--- src/rtl/riscv_pkg.sv ---
// riscv_pkg: shared RV32I decode definitions.
//   - base opcode constants (inst[6:0])
//   - ALU operation encoding, ALU_NOP = 0 so an all-zero ID/EX entry is a bubble
//   - ZeroWord / Enable / Disable helpers
//   - funct3 -> ALU op helpers for the arithmetic and branch groups
package riscv_pkg;

    localparam logic [6:0] OP_LUI    = 7'b0110111;
    localparam logic [6:0] OP_AUIPC  = 7'b0010111;
    localparam logic [6:0] OP_JAL    = 7'b1101111;
    localparam logic [6:0] OP_JALR   = 7'b1100111;
    localparam logic [6:0] OP_BRANCH = 7'b1100011;
    localparam logic [6:0] OP_LOAD   = 7'b0000011;
    localparam logic [6:0] OP_STORE  = 7'b0100011;
    localparam logic [6:0] OP_IMM    = 7'b0010011;
    localparam logic [6:0] OP_REG    = 7'b0110011;

    localparam logic [31:0] ZeroWord = 32'h0000_0000;
    localparam logic        Enable   = 1'b1;
    localparam logic        Disable  = 1'b0;

    typedef enum logic [4:0] {
        ALU_NOP  = 5'd0,
        ALU_ADD  = 5'd1,
        ALU_SUB  = 5'd2,
        ALU_SLL  = 5'd3,
        ALU_SLT  = 5'd4,
        ALU_SLTU = 5'd5,
        ALU_XOR  = 5'd6,
        ALU_SRL  = 5'd7,
        ALU_SRA  = 5'd8,
        ALU_OR   = 5'd9,
        ALU_AND  = 5'd10,
        ALU_BEQ  = 5'd11,
        ALU_BNE  = 5'd12,
        ALU_BLT  = 5'd13,
        ALU_BGE  = 5'd14,
        ALU_BLTU = 5'd15,
        ALU_BGEU = 5'd16
    } alu_op_e;

    // alt selects SUB for funct3=000 and SRA for funct3=101
    function automatic alu_op_e alu_decode(input logic [2:0] funct3, input logic alt);
        case (funct3)
            3'b000:  return alt ? ALU_SUB : ALU_ADD;
            3'b001:  return ALU_SLL;
            3'b010:  return ALU_SLT;
            3'b011:  return ALU_SLTU;
            3'b100:  return ALU_XOR;
            3'b101:  return alt ? ALU_SRA : ALU_SRL;
            3'b110:  return ALU_OR;
            default: return ALU_AND;
        endcase
    endfunction

    function automatic alu_op_e branch_decode(input logic [2:0] funct3);
        case (funct3)
            3'b000:  return ALU_BEQ;
            3'b001:  return ALU_BNE;
            3'b100:  return ALU_BLT;
            3'b101:  return ALU_BGE;
            3'b110:  return ALU_BLTU;
            3'b111:  return ALU_BGEU;
            default: return ALU_NOP;
        endcase
    endfunction

endpackage

--- src/rtl/imm_gen.sv ---
// imm_gen: combinational RV32I immediate extraction.
//   inst  : instruction word
//   imm_i : I-type, sign-extended
//   imm_s : S-type, sign-extended
//   imm_b : B-type, sign-extended, bit 0 = 0
//   imm_u : U-type, low 12 bits = 0
//   imm_j : J-type, sign-extended, bit 0 = 0
module imm_gen #(
    parameter int XLEN = 32
) (
    input  logic [31:0]     inst,
    output logic [XLEN-1:0] imm_i,
    output logic [XLEN-1:0] imm_s,
    output logic [XLEN-1:0] imm_b,
    output logic [XLEN-1:0] imm_u,
    output logic [XLEN-1:0] imm_j
);

    assign imm_i = XLEN'($signed(inst[31:20]));
    assign imm_s = XLEN'($signed({inst[31:25], inst[11:7]}));
    assign imm_b = XLEN'($signed({inst[31], inst[7], inst[30:25], inst[11:8], 1'b0}));
    assign imm_u = XLEN'($signed({inst[31:12], 12'h000}));
    assign imm_j = XLEN'($signed({inst[31], inst[19:12], inst[20], inst[30:21], 1'b0}));

endmodule

--- src/rtl/id_stage.sv ---
// id_stage: RV32I decode stage and ID/EX pipeline register.
//   dclk, rst            : clock, synchronous active-high reset
//   stall_i, flush_i     : MEM-busy hold of ID/EX; kill of the ID instruction
//   id_valid_i/pc/inst   : IF/ID contents
//   re*/raddr*/rdata*    : regfile read ports (regfile bypasses WB itself)
//   fex_* / fmem_*       : EX and MEM results for forwarding / hazard checks
//   stall_req_o          : hold request to IF and IF/ID
//   ex_*                 : ID/EX register contents
// Build option: ID_FORWARD_EN enables EX/MEM operand forwarding (load-use is
// then the only hazard). Without it operands come straight from the regfile
// and any pending EX/MEM producer of an enabled source stalls the stage.
module id_stage
    import riscv_pkg::*;
#(
    parameter int XLEN    = 32,
    parameter int ALUOP_W = 5
) (
    input  logic               dclk,
    input  logic               rst,
    input  logic               stall_i,
    input  logic               flush_i,
    input  logic               id_valid_i,
    input  logic [XLEN-1:0]    id_pc_i,
    input  logic [31:0]        id_inst_i,
    output logic               re1_o,
    output logic [4:0]         raddr1_o,
    input  logic [XLEN-1:0]    rdata1_i,
    output logic               re2_o,
    output logic [4:0]         raddr2_o,
    input  logic [XLEN-1:0]    rdata2_i,
    input  logic               fex_we_i,
    input  logic [4:0]         fex_waddr_i,
    input  logic [XLEN-1:0]    fex_wdata_i,
    input  logic               fex_load_i,
    input  logic               fmem_we_i,
    input  logic [4:0]         fmem_waddr_i,
    input  logic [XLEN-1:0]    fmem_wdata_i,
    output logic               stall_req_o,
    output logic               ex_valid_o,
    output logic [XLEN-1:0]    ex_pc_o,
    output logic [ALUOP_W-1:0] ex_aluop_o,
    output logic [XLEN-1:0]    ex_op1_o,
    output logic [XLEN-1:0]    ex_op2_o,
    output logic [XLEN-1:0]    ex_imm_o,
    output logic [4:0]         ex_rd_o,
    output logic               ex_we_o,
    output logic               ex_load_o,
    output logic               ex_store_o,
    output logic               ex_branch_o
);

    typedef struct packed {
        logic               valid;
        logic [XLEN-1:0]    pc;
        logic [ALUOP_W-1:0] aluop;
        logic [XLEN-1:0]    op1;
        logic [XLEN-1:0]    op2;
        logic [XLEN-1:0]    imm;
        logic [4:0]         rd;
        logic               we;
        logic               load;
        logic               store;
        logic               branch;
    } id_ex_t;

    logic [6:0] opcode;
    logic [2:0] funct3;
    logic [4:0] rs1, rs2, rd;
    assign opcode = id_inst_i[6:0];
    assign funct3 = id_inst_i[14:12];
    assign rs1    = id_inst_i[19:15];
    assign rs2    = id_inst_i[24:20];
    assign rd     = id_inst_i[11:7];

    logic [XLEN-1:0] imm_i, imm_s, imm_b, imm_u, imm_j;

    imm_gen #(.XLEN(XLEN)) u_imm_gen (
        .inst  (id_inst_i),
        .imm_i (imm_i),
        .imm_s (imm_s),
        .imm_b (imm_b),
        .imm_u (imm_u),
        .imm_j (imm_j)
    );

    logic            legal, uses_rs1, uses_rs2;
    logic            dec_we, dec_load, dec_store, dec_branch;
    alu_op_e         dec_aluop;
    logic [XLEN-1:0] dec_imm;

    always_comb begin
        legal      = Disable;
        uses_rs1   = Disable;
        uses_rs2   = Disable;
        dec_we     = Disable;
        dec_load   = Disable;
        dec_store  = Disable;
        dec_branch = Disable;
        dec_aluop  = ALU_NOP;
        dec_imm    = XLEN'(ZeroWord);
        case (opcode)
            OP_LUI, OP_AUIPC: begin
                legal = Enable; dec_we = Enable;
                dec_aluop = ALU_ADD; dec_imm = imm_u;
            end
            OP_JAL: begin
                legal = Enable; dec_we = Enable; dec_branch = Enable;
                dec_aluop = ALU_ADD; dec_imm = imm_j;
            end
            OP_JALR: begin
                legal = Enable; uses_rs1 = Enable; dec_we = Enable; dec_branch = Enable;
                dec_aluop = ALU_ADD; dec_imm = imm_i;
            end
            OP_BRANCH: begin
                legal = Enable; uses_rs1 = Enable; uses_rs2 = Enable; dec_branch = Enable;
                dec_aluop = branch_decode(funct3); dec_imm = imm_b;
            end
            OP_LOAD: begin
                legal = Enable; uses_rs1 = Enable; dec_we = Enable; dec_load = Enable;
                dec_aluop = ALU_ADD; dec_imm = imm_i;
            end
            OP_STORE: begin
                legal = Enable; uses_rs1 = Enable; uses_rs2 = Enable; dec_store = Enable;
                dec_aluop = ALU_ADD; dec_imm = imm_s;
            end
            OP_IMM: begin
                legal = Enable; uses_rs1 = Enable; dec_we = Enable;
                // bit 30 is an immediate bit for ADDI; only SRAI uses it as a selector
                dec_aluop = alu_decode(funct3, id_inst_i[30] && (funct3 == 3'b101));
                dec_imm = imm_i;
            end
            OP_REG: begin
                legal = Enable; uses_rs1 = Enable; uses_rs2 = Enable; dec_we = Enable;
                dec_aluop = alu_decode(funct3, id_inst_i[30]);
            end
            default: ;
        endcase
    end

    assign re1_o    = id_valid_i && uses_rs1;
    assign re2_o    = id_valid_i && uses_rs2;
    assign raddr1_o = rs1;
    assign raddr2_o = rs2;

    // EX destination matches an enabled source (rd = x0 never matches)
    logic ex_hit;
    assign ex_hit = fex_we_i && (fex_waddr_i != 5'd0) &&
                    ((re1_o && (fex_waddr_i == rs1)) || (re2_o && (fex_waddr_i == rs2)));

    logic [XLEN-1:0] src1, src2;
    logic            hazard;

`ifdef ID_FORWARD_EN
    // Youngest producer wins: EX before MEM before the regfile.
    function automatic logic [XLEN-1:0] resolve(
        input logic [4:0]      rs,
        input logic [XLEN-1:0] rdata,
        input logic            ex_we,
        input logic [4:0]      ex_wa,
        input logic [XLEN-1:0] ex_wd,
        input logic            mem_we,
        input logic [4:0]      mem_wa,
        input logic [XLEN-1:0] mem_wd
    );
        if (rs == 5'd0)                return '0;
        else if (ex_we && ex_wa == rs)   return ex_wd;
        else if (mem_we && mem_wa == rs) return mem_wd;
        else                             return rdata;
    endfunction

    assign src1 = resolve(rs1, rdata1_i, fex_we_i, fex_waddr_i, fex_wdata_i,
                          fmem_we_i, fmem_waddr_i, fmem_wdata_i);
    assign src2 = resolve(rs2, rdata2_i, fex_we_i, fex_waddr_i, fex_wdata_i,
                          fmem_we_i, fmem_waddr_i, fmem_wdata_i);
    // only a load in EX has no value yet; one bubble lets it reach MEM
    assign hazard = ex_hit && fex_load_i;
`else
    logic mem_hit;
    assign mem_hit = fmem_we_i && (fmem_waddr_i != 5'd0) &&
                     ((re1_o && (fmem_waddr_i == rs1)) || (re2_o && (fmem_waddr_i == rs2)));
    assign src1   = rdata1_i;
    assign src2   = rdata2_i;
    // bubble until the producer has left MEM and the regfile bypass covers it
    assign hazard = ex_hit || mem_hit;

    logic unused_fwd;
    assign unused_fwd = ^{fex_wdata_i, fmem_wdata_i, fex_load_i};
`endif

    logic [XLEN-1:0] sel_op1, sel_op2;

    always_comb begin
        sel_op1 = src1;
        sel_op2 = src2;
        case (opcode)
            OP_LUI:                    begin sel_op1 = '0;      sel_op2 = dec_imm;    end
            OP_AUIPC:                  begin sel_op1 = id_pc_i; sel_op2 = dec_imm;    end
            OP_JAL, OP_JALR:           begin sel_op1 = id_pc_i; sel_op2 = XLEN'(4);   end
            OP_LOAD, OP_STORE, OP_IMM: sel_op2 = dec_imm;
            default: ;
        endcase
    end

    assign stall_req_o = !rst && !flush_i && (stall_i || hazard);

    id_ex_t dec, ex_q;

    always_comb begin
        dec        = '0;
        dec.valid  = Enable;
        dec.pc     = id_pc_i;
        dec.aluop  = ALUOP_W'(dec_aluop);
        dec.op1    = sel_op1;
        dec.op2    = sel_op2;
        dec.imm    = dec_imm;
        dec.rd     = rd;
        dec.we     = dec_we;
        dec.load   = dec_load;
        dec.store  = dec_store;
        dec.branch = dec_branch;
    end

    // A bubble is the all-zero entry (ALU_NOP, no side effects).
    always_ff @(posedge dclk) begin
        if (rst)                         ex_q <= '0;
        else if (flush_i)                ex_q <= '0;
        else if (stall_i)                ex_q <= ex_q;
        else if (hazard)                 ex_q <= '0;
        else if (id_valid_i && legal)    ex_q <= dec;
        else                             ex_q <= '0;
    end

    assign ex_valid_o  = ex_q.valid;
    assign ex_pc_o     = ex_q.pc;
    assign ex_aluop_o  = ex_q.aluop;
    assign ex_op1_o    = ex_q.op1;
    assign ex_op2_o    = ex_q.op2;
    assign ex_imm_o    = ex_q.imm;
    assign ex_rd_o     = ex_q.rd;
    assign ex_we_o     = ex_q.we;
    assign ex_load_o   = ex_q.load;
    assign ex_store_o  = ex_q.store;
    assign ex_branch_o = ex_q.branch;

endmodule

--- config.mk ---
export PLATFORM = sky130hd
export DESIGN_NAME = id_stage
export DESIGN_NICKNAME = d
export VERILOG_FILES = /design/src/rtl/riscv_pkg.sv /design/src/rtl/imm_gen.sv /design/src/rtl/id_stage.sv
export SDC_FILE = /design/constraint.sdc
export NUM_CORES = 1
export LEC_CHECK = 0
export BUFFER_PORTS_ARGS = -buffer_cell sky130_fd_sc_hd__clkbuf_2
export CAP_MARGIN = 20
export CORE_AREA = 2 2 142 144
export DETAILED_ROUTE_END_ITERATION = 7
export DIE_AREA = 0 0 144 146
export PLACE_DENSITY = 0.8
export SYNTH_ARGS = -nofsm -noshare
export SYNTH_HDL_FRONTEND = slang
export SYNTH_SLANG_ARGS = --single-unit
export TNS_END_PERCENT = 30
--- constraint.sdc ---
create_clock -name dclk -period 2.3 [get_ports dclk]
set_input_delay 0.345 -clock dclk [delete_from_list [all_inputs] [get_ports dclk]]
set_output_delay 0.345 -clock dclk [all_outputs]
set_load 0.05 [all_outputs]
==> results of run 1 <==
==> worst paths after layout <==
| path | slack, ps | to | depth (start not counted) | start |
|---|---|---|---|---|
| max | 5 | stall_req_o | 9 | id_inst_i[19] |
| min | 180 | ex_pc_o[8] | 3 | id_pc_i[8] |
| max reg2reg | 1650 | ex_imm_o[17] | 1 | ex_imm_o[17] |
| min reg2reg | 450 | ex_op2_o[24] | 2 | ex_op2_o[24] |
==> power by group <==
part	internal [mW]	total, mW	leakage, nW	switching [mW]
Combinational	0.267	0.668	2.73	0.401
Sequential	2.48	2.48	1.15	0.00259
Clock	1.54	2.71	0.269	1.17
Total	4.29	5.86	4.15	1.58
==> worst max-delay path: stages <==
cell      delay [ps]
clkbuf_2         100
xnor2_1          160
nand3_1          110
nor3_2           150
buf_4            160
or3b_4           370
and2_4           170
a21boi_4         210
buf_12           160
==> stage by stage <==
step                      hold WS [ps]   util  setup TNS [ps]  power [mW]
after floorplan                    496      -            -161        2.84
after global routing               175  0.511           -57.0        6.05
after detailed placement           438  0.476          -18970        3.18
after global placement             433  0.476          -18310        3.17
after CTS                          166  0.510               0        5.88
final                              179  0.511               0        5.86
==> state kept, by name (all words and copies together), names as in the netlist <==
name         cells
ex_we_o          1
ex_branch_o      1
ex_op1_o        32
ex_store_o       1
ex_load_o        1
ex_imm_o        32
ex_op2_o        32
ex_aluop_o       5
ex_rd_o          5
ex_valid_o       1
ex_pc_o         32
==> layout make-up <==
| class | instances | share of cell area |
|---|---|---|
| diodes | 1 | 0.000253 |
| repair buffers | 389 | 0.236 |
| well taps | 265 | 0.0335 |
| clock buffers | 19 | 0.0448 |
| flip-flops and latches | 143 | 0.290 |
| clock inverters | 13 | 0.0130 |
| inverters | 5 | 0.00190 |
| multi-input cells | 589 | 0.381 |
==> routing by layer <==
layer,part of all wire,track usage,up-vias
met4,0.037,0.107,0
met5,0,0,-
met2,0.45,0.389,510
met1,0.41,0.365,3969
li1,-,-,3760
met3,0.11,0.0684,74
==> cells in the final DEF (no fill, tap or decap), types with 10 or more instances in the layout <==
cell	count
clkbuf_2	299
dfxtp_1	143
nand2_1	95
o21ai_0	81
buf_4	77
nor2_1	73
a32o_1	71
nand4_1	54
a22oi_1	46
nand3_1	39
o31ai_1	21
a21oi_1	19
clkbuf_16	17
buf_12	13
xor2_1	10
xnor2_1	10
==> timing repair <==
item / in CTS / in global routing
setup buffers: 3 / 0
resized for setup: 13 / 3
pin swaps: 8 / 0
endpoints found under the setup margin: 1 / 1
==> logic make-up (layout without fill, tap and decap cells) <==
group	count (synthesis)	after routing	synth area share
AOI/OAI and AO/OA	273	273	0.290
and+or+nand+nor	295	295	0.200
xor gates and xnor gates	21	21	0.0265
buffers and inverters	111	426	0.0713
other	0	1	0
DFF	143	143	0.412
==> metrics, run 1 <==
Hold Vio Cnt, Final 0; Mean Syn Cell Area 8.24 um^2; Detailed Route Iter0 Violations roughly 1,000; Setup Skew 0 ps; register area share after synthesis 0.412; syn_nets roughly 1,100; Routed Antenna Nets 0; commonest cells in the netlist 143 x dfxtp_1, 96 x nand2_1, 82 x o21ai_0; Async SR Flop Fraction 0; clock sink count 143; Critical Path RT 1960 ps; Final Routed Wirelength 28,500 um; Die H 146 um; post-placement cell count between 1,000 and 1,500; Core ar. 19,300 um^2; fill cell count 1,856; Least-Margin Pin Slew 573 ps; # DRC 0; largest cells by area after synthesis dfxtp_1 41%, a32o_1 10%, o21ai_0 5.9%; Final Max Tran Viols 0; synthesized flop and latch total 143; antenna violations before repair 1; cell area after layout 9880 um^2; All-Layer GR Usage 0.264; die area 21,000 um^2; Synth top area share 0.412; First-pass DRT Iterations 6; post-synthesis cell count 843; Critical Path AT slightly below 2000 ps; non-filler cells, final about 1,400; first-pass GRT wire length 43,000 um; detailed placer's ending HPWL 20,800 um; top_reg_cell synth dfxtp_1; Routed WL per cell 20.0 um; fin crit period around 2300 ps; cell taking the most area after synthesis dfxtp_1; Root Buffer clkbuf_16; Longest Clk Path Bufs 2; VDD IR max ~0.53 mV; grt total ovfl 0; via count 8,313; placed cell area 9200 um^2; Buffers on Ports 300; Setup WS pre-CTS -248 ps; area occupied by registers 2860 um^2; number of I/O pins 366; power density over the cells 593 nW/um^2; crit-path max FO 2; Num CTS Buffers 17; vias in the first global route between 7,000 and 8,000; RSZ-0062 raised after global routing yes; Starting Density 0.359; Clock Latency Late Sink 410 ps; Max Fclk 436 MHz; NumNets Final 1,355; fraction of layout cells with a size suffix above 1 0.389; row cnt 51; Netlist cell types 48; final period utilization 0.998; max cap viols 0; gpl congestion 0.970; Die Wd 144 um; largest net degree at the start of global routing 57; TritonCTS clock tree yes; htree depth 4; Synth Cell Area between 6000 and 7000 um^2; DR vias/cell 5.84; Ys Warns 0; area occupied by multi-input gates 3760 um^2; EDFF count, synth 0; status completed; Setup CP Type input pin to primary output; Critical Path Start Type input pin; final worst setup slack between 5 and 6 ps; Lkg Pwr between 4 and 5 nW; Slew HR 0.617; critical path capture point type primary output; Hold/Removal Path Class input pin to flop; area delta synth->final 42.2%; Worst-path clk slew 70 ps; top-count cell post-synth dfxtp_1; hold_buf cts 0; setup violators final 0
No activity file was read; power rests on OpenSTA's default activity.
==> run 2, diff against run 1 <==
PLACE_DENSITY = 0.78   (was 0.8)
clock period = 2.9 ns   (was 2.3 ns; I/O delays follow)
==> metrics, run 2 (synthesized netlist as in run 1, its figures left out) <==
status completed; Root Buffer clkbuf_16; Critical Path Start Type input pin; # DRC 0; Hold Vio Cnt, Final 0; power density over the cells between 500 and 600 nW/um^2; R2R depth 1; first-pass GRT wire length 41,700 um; cell family with most CP delay simple AND/OR/NAND/NOR gates; grt total ovfl 0; TritonCTS clock tree yes; Critical R2R Capture ex_op1_o[9]; NumNets Final ~1,300; All-Layer GR Usage 0.255; Hold/Removal Path Class input pin to flop; die area ~21,000 um^2; Buffers on Ports 300; Util after Layout 0.485; most common cell after layout, fill and taps aside clkbuf_2; CP Cell Sequence clkbuf_2 > xnor2_1 > nand3_1 > nor3_1 > buf_4 > or3b_2 > and2_2 > a21boi_2 > buf_6; VDD IR max about 0.37 mV; Worst-path clk slew ~60 ps; Least-Margin Pin Slew 893 ps; fraction of layout cells with a size suffix above 1 0.354; max incr delay on CP around 450 ps; Starting Density 0.359; Detailed Route Iter0 Violations 790; Critical-path top delay cell or3b_2; max cap viols 0; Longest Clk Path Bufs 2; area delta synth->final 35.1%; Final Max Tran Viols 0; RSZ-0062 raised after global routing no; hold_buf cts 0; Hold WS 265 ps; number of I/O pins between 300 and 400; Routed WL per cell 19.9 um; row cnt 51; CP Depth 9; fill cell count 1,847; antenna violations before repair 2; Critical Path AT 2390 ps; critical path startpoint fmem_waddr_i[1]; Routed Antenna Nets 0; largest net degree at the start of global routing 69; Setup Buffers After CTS 0; Slew HR 0.405; Num CTS Buffers 17; r2r setup slk 2240 ps; critical path capture point type primary output; RR Startpoint ex_op1_o[9]; detailed placer's ending HPWL approximately 20,000 um; Core ar. 19,300 um^2; Setup Skew 0 ps; setup violators final 0; vias in the first global route 7,301; most frequent cells in the layout 299 x clkbuf_2, 143 x dfxtp_1, 96 x nand2_1; crit-path max FO 3; First-pass DRT Iterations 5; via count just under 8,000; Setup CP Type input pin to primary output; fin crit period 2820 ps; DR vias/cell 5.70; Clock Latency Late Sink roughly 420 ps; final period utilization 0.973; crit path capture stall_req_o; Final Routed Wirelength between 20,000 and 30,000 um; Lkg Pwr between 3 and 4 nW; Die Wd 144 um; clock sink count 143; Max Fclk 354 MHz; Buf+Inv Stages, Crit Path 3; htree depth 4; Die H between 100 and 150 um; Critical Path RT between 2000 and 2500 ps; gpl congestion roughly 0.95
## run 2: per-layer routing
metal / track usage / vias up / wire length, um
li1: - / 3683 / -
met1: 0.346 / 3724 / 11700
met2: 0.384 / 408 / 12400
met3: 0.0711 / 48 / 2650
met4: 0.0980 / 0 / 736
met5: 0 / - / 0
## run 2: final cells by class
class	instances	area [um^2]	share of cell area
Multi-Input combinational cell	589	3650	0.389
Sequential cell	143	2860	0.305
Timing Repair Buffer	344	1900	0.202
Clock buffer	18	429	0.0457
Tap cell	265	332	0.0353
Clock inverter	13	188	0.0200
Inverter	5	18.8	0.00200
Antenna cell	2	5.00	0.000533
## run 2: worst min path at each step
stage | startpoint | end | cells after the start
finish | id_pc_i[0] | ex_pc_o[0] | 3
global route | id_pc_i[12] | ex_pc_o[12] | 3
CTS | id_pc_i[0] | ex_pc_o[0] | 3
detailed placement | ex_op2_o[22] | ex_op2_o[22] | 2
global placement | ex_pc_o[0] | ex_pc_o[0] | 2
floorplan | id_inst_i[30] | ex_imm_o[10] | 2
## run 2: report_power, final
group | leakage (nW) | internal, mW | switching, mW
registers | 1.15 | 1.97 | 0.00194
logic | 2.45 | 0.176 | 0.293
clock network | 0.304 | 1.44 | 0.886
## run 2: repair_timing
| action | 4_1_cts | 5_1_grt |
|---|---|---|
| hold endpoints to repair | 0 | 0 |
| resized for setup | 1 | 2 |
| setup endpoints to repair | 1 | 1 |
| pin swaps | 0 | 0 |
## run 2: stage by stage
step	setup slack (ps)	cell area [um^2]	cells	setup TNS, ps	power, mW
after CTS	1.34	9380	1377	0	4.82
after global placement	-85.6	8740	1345	-85.6	2.47
final	78.0	9390	1379	0	4.76
after floorplan	43.2	6950	843	0	2.25
after detailed placement	-30.0	8760	1346	-30.0	2.47
after global routing	0.318	9380	1378	0	4.94
